==> src/rtl/drain_sequencer_pkg.sv <==
// drain_sequencer_pkg: shared state type and array geometry for the drain sequencer
package drain_sequencer_pkg;
  typedef enum logic [1:0] {IDLE, SETTLE, EMIT, CLEAR} drain_state_t;
  localparam int ARRAY_N = 4;
  localparam int ACC_W = 32;
  localparam int T_D = 2 * ARRAY_N - 1;
  localparam int SETTLE_DEF = T_D;
endpackage

==> src/rtl/drain_sequencer.sv <==
// drain_sequencer: streams PE accumulator rows out after a drain request, then clears the array
module drain_sequencer
  import drain_sequencer_pkg::*;
#(
  parameter int N = ARRAY_N,
  parameter int DATA_W = ACC_W,
  parameter int SETTLE_CYCLES = SETTLE_DEF,
  localparam int RW = N > 1 ? $clog2(N) : 1,
  localparam int SW = $clog2(SETTLE_CYCLES + 1)
) (
  input  logic                clk_i,
  input  logic                rst_i,
  input  logic                drain_req_i,
  output logic                drain_ready_o,
  input  logic [N*DATA_W-1:0] row_data_i,
  output logic                pe_shift_o,
  output logic                pe_clear_o,
  output logic                out_valid_o,
  input  logic                out_ready_i,
  output logic [N*DATA_W-1:0] out_data_o,
  output logic [RW-1:0]       out_row_o,
  output logic                busy_o,
  output logic                done_o
);
  drain_state_t state;
  logic [SW-1:0] settle_cnt;
  logic [RW-1:0] row_cnt;
  logic emit;
  assign emit = state == EMIT;
  assign drain_ready_o = state == IDLE;
  assign busy_o = state != IDLE;
  assign out_valid_o = emit;
  // the array only moves on an accepted row, so the pass-through stays stable under backpressure
  assign pe_shift_o = emit && out_ready_i;
  assign pe_clear_o = state == CLEAR;
  assign out_data_o = emit ? row_data_i : '0;
  assign out_row_o = emit ? row_cnt : '0;
  always_ff @(posedge clk_i) begin
    if (rst_i) begin
      state <= IDLE;
      settle_cnt <= '0;
      row_cnt <= '0;
      done_o <= 1'b0;
    end else begin
      done_o <= state == CLEAR;
      case (state)
        IDLE: if (drain_req_i) begin
          state <= SETTLE;
          settle_cnt <= SW'(SETTLE_CYCLES - 1);
          row_cnt <= '0;
        end
        SETTLE: if (settle_cnt == '0) state <= EMIT;
                else settle_cnt <= settle_cnt - 1'b1;
        EMIT: if (out_ready_i) begin
          if (row_cnt == RW'(N - 1)) state <= CLEAR;
          else row_cnt <= row_cnt + 1'b1;
        end
        CLEAR: state <= IDLE;
        default: state <= IDLE;
      endcase
    end
  end
endmodule

==> config.mk <==
export PLATFORM = sky130hd
export DESIGN_NAME = drain_sequencer
export DESIGN_NICKNAME = d
export VERILOG_FILES = /design/src/rtl/drain_sequencer_pkg.sv /design/src/rtl/drain_sequencer.sv
export SDC_FILE = /design/constraint.sdc
export NUM_CORES = 1
export LEC_CHECK = 0
export ABC_AREA = 1
export CAP_MARGIN = 40
export CORE_AREA = 2 2 104 106
export DETAILED_ROUTE_END_ITERATION = 16
export DIE_AREA = 0 0 106 108
export HOLD_SLACK_MARGIN = 0.02
export PLACE_DENSITY_LB_ADDON = 0.1
export SLEW_MARGIN = 15
export SYNTH_ARGS = -nofsm -noshare
export SYNTH_HDL_FRONTEND = slang
export SYNTH_SLANG_ARGS = --single-unit
==> constraint.sdc <==
create_clock -name clk_i -period 2.3 [get_ports clk_i]
set_input_delay 0.345 -clock clk_i [delete_from_list [all_inputs] [get_ports clk_i]]
set_output_delay 0.345 -clock clk_i [all_outputs]
set_load 0.03 [all_outputs]
==> results.toml, run 1 <==
[run_status]
outcome = "completed"

[setup_path]
required_ns = 1.96
critPathLaunchType = "flip-flop"
crit_type = "flip-flop to output port"
arrival_ns = 1.81
crit_chain = "inv_1 -> ha_1 -> inv_2 -> clkdlybuf4s50_1"
cpMaxStageDelayCell = "clkdlybuf4s50_1"
critPathTopFamily = "buffers and inverters"
crit_buf_inv = 3
r2r_start = "state[0]$_SDFFE_PP0P_"
max_stage_delay_ns = 0.67
crit_path_end_kind = "output port"
r2r_slack_ns = 0.53
cp_max_fo = 6
r2r_end = "row_cnt[0]$_SDFFE_PP0P_"
reg2regPathDepth = 10

[finish]
diodes = 0
area_delta_synth_final_pct = 157.1
postLayoutCellArea_mm2 = 0.004310
fill_cells = 1111
layout-drive-gt1-share_pct = 19.87
multi_input_area_um2 = 829.5
regArea_um2 = 160.2
nets = 761

[die]
io_pins = 268
die_h_um = 108
fp.dieW_um = 106
dieArea_mm2 = 0.01145
core_area_mm2 = 0.01023
start_util_pct = 16.39
rows = 37

[route]
via_per_inst = 3.554
wl_per_cell_um = 11.54
dr.pass1.iters = 4
drc = 0
dr_total_vias = 2683
wirelength_um = 8714
wl_met3_um = 635
wl_met1_um = 2993
top_layer_used = "met4"
drt_iter0_markers = 100
wl_met2_um = 5013
antenna_left = 0

[synthesis]
ys_warn_count = 0
syn_area_mm2 = 0.001677
synth_top_family_by_area = "buffers and inverters"
synthAdderAreaFrac_pct = 5.970
avgSynthCellArea_um2 = 4.657
synth_mux_area_share_pct = 0
synth_xor_area_share_pct = 0
synth_compound_area_share_pct = 1.119
synthDistinctLibCells = 16
netlist_instances = 360
ys_seq_area_share_pct = 9.552
syn-num-nets = 500
synth-simple-area-share_pct = 41.64
ys_ff_latch = 8

[clock_tree]
numCtsBuffers = 3
cts_buffer_depth = 2
tritoncts = "done"
clk_pin_slew_worst_paths_ns = 0.04
ctsHoldBuffers = 0
htree_levels = 1
clock_sinks = 8
cts_root_buf = "clkbuf_8"
clock_latency_ns = 0.23

[global_routing]
grt_max_degree = 55
grt_pass1_vias = 2382
antenna_found_initial = 0
overflow = 0
grt_use_total_pct = 13.49
grt_first_pass_wirelength_um = 12330

[pwr]
leakage_nw = 3.356
irDropWorstVdd_uv = 589.9
power.density_mw_per_mm2 = 1028

[placed_design]
dpl.hpwl_um = 7457
place_area_mm2 = 0.004193
io_buffers = 267
place.gp.congestion = 0.7873

[hold_path]
hp-class = "flip-flop to flip-flop"
holdPathEnd = "settle_cnt[1]$_SDFFE_PP0P_"
min_from = "settle_cnt[1]$_SDFFE_PP0P_"
hold-path-cell-count = 2

[sta]
min_period_over_period_pct = 93.87
fmax_ghz = 0.4632
slew_viol_final = 0
finalSetupTns_ns = 0
grt_setup_unrepaired = "true"
finalSetupViolCount = 0
clock_skew_ns = 0.0003096
max_slew_margin_pct = 76.01
final.min_clock_period_ns = 2.159
hold_viol = 0
tightestPinTransition_ns = 0.3593

[job]
maxCapViolCount = 0
[sequential cells by signal, summed over array words and instances, names as in the netlist]
| register | flops |
|---|---|
| done_o | 1 |
| row_cnt | 2 |
| state | 2 |
| settle_cnt | 3 |
[worst reg2reg max path, cell delays in order, from the launching register on]
cell	delay (ns)
dfxtp_1	0.33
inv_1	0.15
ha_4	0.39
buf_8	0.33
nand2_2	0.12
nand2_4	0.11
inv_2	0.04
nand2_2	0.06
nand2_1	0.05
nand2_1	0.06
nor2_2	0.03
[report_power, final]
group / switching (mW) / total [mW] / leakage [nW] / internal [mW]
sequential: 0.0513 / 0.251 / 0.0660 / 0.200
combinational: 2.50 / 4.01 / 3.27 / 1.51
clock: 0.0568 / 0.170 / 0.0216 / 0.114
[cell type report]
cell class | instances | area share, %
Clock buffer | 3 | 0.9579
Inverter | 148 | 12.89
Timing Repair Buffer | 271 | 59.25
Tap cell | 136 | 3.948
Sequential cell | 8 | 3.716
Multi-Input combinational cell | 189 | 19.25
[metrics by stage]
| step | std cells | hold slack [ns] | util, % | setup WS [ns] | total power [mW] |
|---|---|---|---|---|---|
| final | 755 | 0.4563 | 42.13 | 0.1409 | 4.429 |
| after CTS | 755 | 0.4642 | 41.42 | 0.003247 | 4.500 |
| after floorplan | 360 | 0.4141 | - | 0.7440 | 2.908 |
| after detailed placement | 752 | 0.4583 | 40.98 | 0.1635 | 4.306 |
| after global routing | 755 | 0.5150 | 42.13 | -0.004413 | 4.800 |
| after global placement | 752 | 0.4577 | 40.98 | 0.2424 | 4.307 |
[timing repair]
action | 4_1_cts | 5_1_grt
setup buffers | 0 | 0
endpoints found under the setup margin | 49 | 104
gates resized for setup | 1 | 29
[synthesized netlist by cell type]
cell     instances  share of area (%)
ha_1             8                6.0
buf_6           11                7.4
buf_2            4                1.2
nor2_1          14                3.1
nand2_4          1               0.67
o21ai_1          1               0.30
dfxtp_1          8                9.6
nor2_2           2               0.75
nand3_1          2               0.60
inv_1          146                 33
nand2_1        155                 35
inv_2            2               0.45
nor2_4           1               0.67
nand2_2          3                1.1
o21ai_2          1               0.52
a21oi_1          1               0.30
[per-layer routing]
layer / vias to the layer above / GRT usage (%)
met5: - / 0
met4: 0 / 2.068
met3: 7 / 2.773
met2: 116 / 29.22
met1: 1113 / 13.07
li1: 1447 / -
[cells by family (layout without fill, tap and decap cells)]
kind of cell,after synthesis,after routing
AOI/OAI and AO/OA,3,3
adders and majority gates,8,8
buffers and inverters,163,422
DFF,8,8
and+or+nand+nor,178,178
[placed cells by master (no fill, tap or decap), types with 2 or more instances in the layout]
master / n
ha_1: 7
nand3_1: 2
clkdlybuf4s50_1: 136
inv_1: 146
nor2_1: 14
nand2_2: 3
dfxtp_1: 8
clkbuf_8: 3
dlymetal6s2s_1: 26
inv_2: 2
nor2_2: 2
buf_12: 3
buf_4: 104
nand2_1: 155
[how the worst max path moves through the flow]
| stage | cells after the start | start | endpoint | slack [ns] |
|---|---|---|---|---|
| after global placement | 6 | state[0]$_SDFFE_PP0P_ | out_data_o[11] | 0.24 |
| after CTS | 5 | state[0]$_SDFFE_PP0P_ | out_data_o[47] | 0.003 |
| after global routing | 6 | state[0]$_SDFFE_PP0P_ | out_data_o[11] | -0.004 |
| after floorplan | 7 | state[0]$_SDFFE_PP0P_ | out_data_o[100] | 0.74 |
| final | 4 | state[1]$_SDFFE_PP0P_ | busy_o | 0.14 |
| after detailed placement | 6 | state[0]$_SDFFE_PP0P_ | out_data_o[11] | 0.16 |
Note: power is estimated with default switching activity, not from simulation.
==> inputs of run 2 (changes only) <==
--- a/config.mk
+++ b/config.mk
@@ -12,6 +12,7 @@
 export DIE_AREA = 0 0 106 108
 export HOLD_SLACK_MARGIN = 0.02
 export PLACE_DENSITY_LB_ADDON = 0.1
+export REMOVE_ABC_BUFFERS = 1
 export SLEW_MARGIN = 15
 export SYNTH_ARGS = -nofsm -noshare
 export SYNTH_HDL_FRONTEND = slang
==> run 2 against run 1 <==
  * Sequential power hardly changed
  * Critical path type unchanged
  * Cell area increased by 3.7%
  * Non-clock buffer count did not move
  * Worst hold slack better by 0.0070 ns
  * Routed wire length increased by 13%
==> results.toml, run 2 (synthesis gave the netlist of run 1 again) <==
[clock_tree]
numCtsBuffers = 3
tritoncts = "done"
htree_levels = 1
clock_latency_ns = 0.23
cts_buffer_depth = 2
ctsHoldBuffers = 0
cts_root_buf = "clkbuf_8"
clk_pin_slew_worst_paths_ns = 0.04
clock_sinks = 8
postCtsSetupRepairBufs = 0

[placed_design]
place.gp.congestion = 0.9367
io_buffers = 267
dpl.hpwl_um = 8642

[sta]
fmax_ghz = 0.4525
tightestPinTransition_ns = 0.4298
hold_viol = 0
max_slew_margin_pct = 71.35
final.min_clock_period_ns = 2.210
slew_viol_final = 0
grt_setup_unrepaired = "false"
min_period_over_period_pct = 96.07
clock_skew_ns = 0.002074
finalSetupViolCount = 0
finalSetupTns_ns = 0

[finish]
layout-drive-gt1-share_pct = 16.48
diodes = 0
largest_reg_flops = 3
reg_top3 = "settle_cnt (3), row_cnt (2), state (2)"
area_delta_synth_final_pct = 166.6
utilization_pct = 43.68
largest-register = "settle_cnt"
nets = 761
final_common_cell = "nand2_1"
final_cell_mix = "155 x nand2_1, 146 x inv_1, 140 x clkdlybuf4s50_1, 78 x buf_4, 42 x dlymetal6s2s_1"

[setup_path]
max_stage_delay_ns = 0.66
reg2regPathDepth = 10
critPathTopFamily = "buffers and inverters"
cp_max_fo = 20
crit_chain = "inv_1 -> ha_4 -> buf_12 -> nand2_1 -> inv_1 -> clkdlybuf4s50_1"
critPathLaunchType = "flip-flop"
crit_buf_inv = 4
cpMaxStageDelayCell = "clkdlybuf4s50_1"
crit_type = "flip-flop to output port"
crit_top_cell = "inv_1"
required_ns = 1.96
crit_path_end_kind = "output port"
path_depth = 6
arrival_ns = 1.86

[route]
drc = 0
dr.pass1.iters = 4
antenna_left = 0
via_per_inst = 3.558
wl_met2_um = 5149
drt_iter0_markers = 128
wl_met1_um = 3865
wirelength_um = 9889
wl_per_cell_um = 13.10
dr_total_vias = 2686
wl_met3_um = 701
top_layer_used = "met4"

[die]
die_h_um = 108
rows = 37
start_util_pct = 16.39
dieArea_mm2 = 0.01145
core_area_mm2 = 0.01023
io_pins = 268
fp.dieW_um = 106

[hold_path]
hp-class = "flip-flop to flip-flop"
hold-path-cell-count = 2

[run_status]
outcome = "completed"

[pwr]
power.density_mw_per_mm2 = 1024
leakage_nw = 3.614
irDropWorstVdd_uv = 581.6

[global_routing]
grt_use_total_pct = 16.07
antenna_found_initial = 0
overflow = 0
grt_pass1_vias = 2558
grt_first_pass_wirelength_um = 14250
grt_max_degree = 44

[job]
maxCapViolCount = 0
[run 2: worst register-to-register path: stages (launching register included)]
cell and delay (ns):
dfxtp_1 0.34, inv_1 0.15, ha_4 0.22, buf_4 0.40, nand2_2 0.15, nand2_4 0.12
inv_2 0.04, nand2_2 0.05, nand2_1 0.05, nand2_1 0.06, nor2_2 0.03
[run 2: worst paths after layout]
| path | from | endpoint | slack [ns] |
|---|---|---|---|
| setup / recovery | state[0]$_SDFFE_PP0P_ | out_data_o[117] | 0.09 |
| hold reg to reg | settle_cnt[1]$_SDFFE_PP0P_ | settle_cnt[1]$_SDFFE_PP0P_ | 0.46 |
| hold / removal | settle_cnt[1]$_SDFFE_PP0P_ | settle_cnt[1]$_SDFFE_PP0P_ | 0.46 |
| setup reg to reg | state[0]$_SDFFE_PP0P_ | row_cnt[0]$_SDFFE_PP0P_ | 0.58 |
[run 2: stage by stage]
| stage | setup slack, ns | power [mW] | instance area, um^2 | hold WS (ns) | std cells |
|---|---|---|---|---|---|
| after floorplan | -1.227 | 2.761 | 1533 | 0.4141 | 345 |
| after global placement | 0.2681 | 4.474 | 4320 | 0.4561 | 752 |
| after detailed placement | 0.2365 | 4.470 | 4320 | 0.4596 | 752 |
| after CTS | 0.0003089 | 4.654 | 4360 | 0.4660 | 755 |
| after global routing | 0.007458 | 4.953 | 4469 | 0.4869 | 755 |
| final | 0.09028 | 4.574 | 4469 | 0.4633 | 755 |
[run 2: area by class of cell]
cell class | count | area [um^2]
fill | 1062 | 5762
timing repair buffer | 271 | 2713
multi-input combinational | 189 | 829.5
inverter | 148 | 555.5
tap | 136 | 170.2
sequential | 8 | 160.2
clock buffer | 3 | 41.29
[run 2: repair_timing]
item,in CTS,in global routing
pin swaps,0,0
gates cloned,0,0
gates resized for setup,1,43
endpoints found under the setup margin,1,48
[run 2: power breakdown]
part           total (mW)  switching (mW)  internal [mW]
sequential          0.250          0.0503          0.200
combinational        4.16            2.56           1.60
clock               0.169          0.0556          0.113
[run 2: metal layers]
metal / vias to the layer above / GRT usage, %
met3: 12 / 2.652
met1: 1117 / 18.73
met2: 111 / 30.60
met5: - / 0
li1: 1446 / -
met4: 0 / 3.853
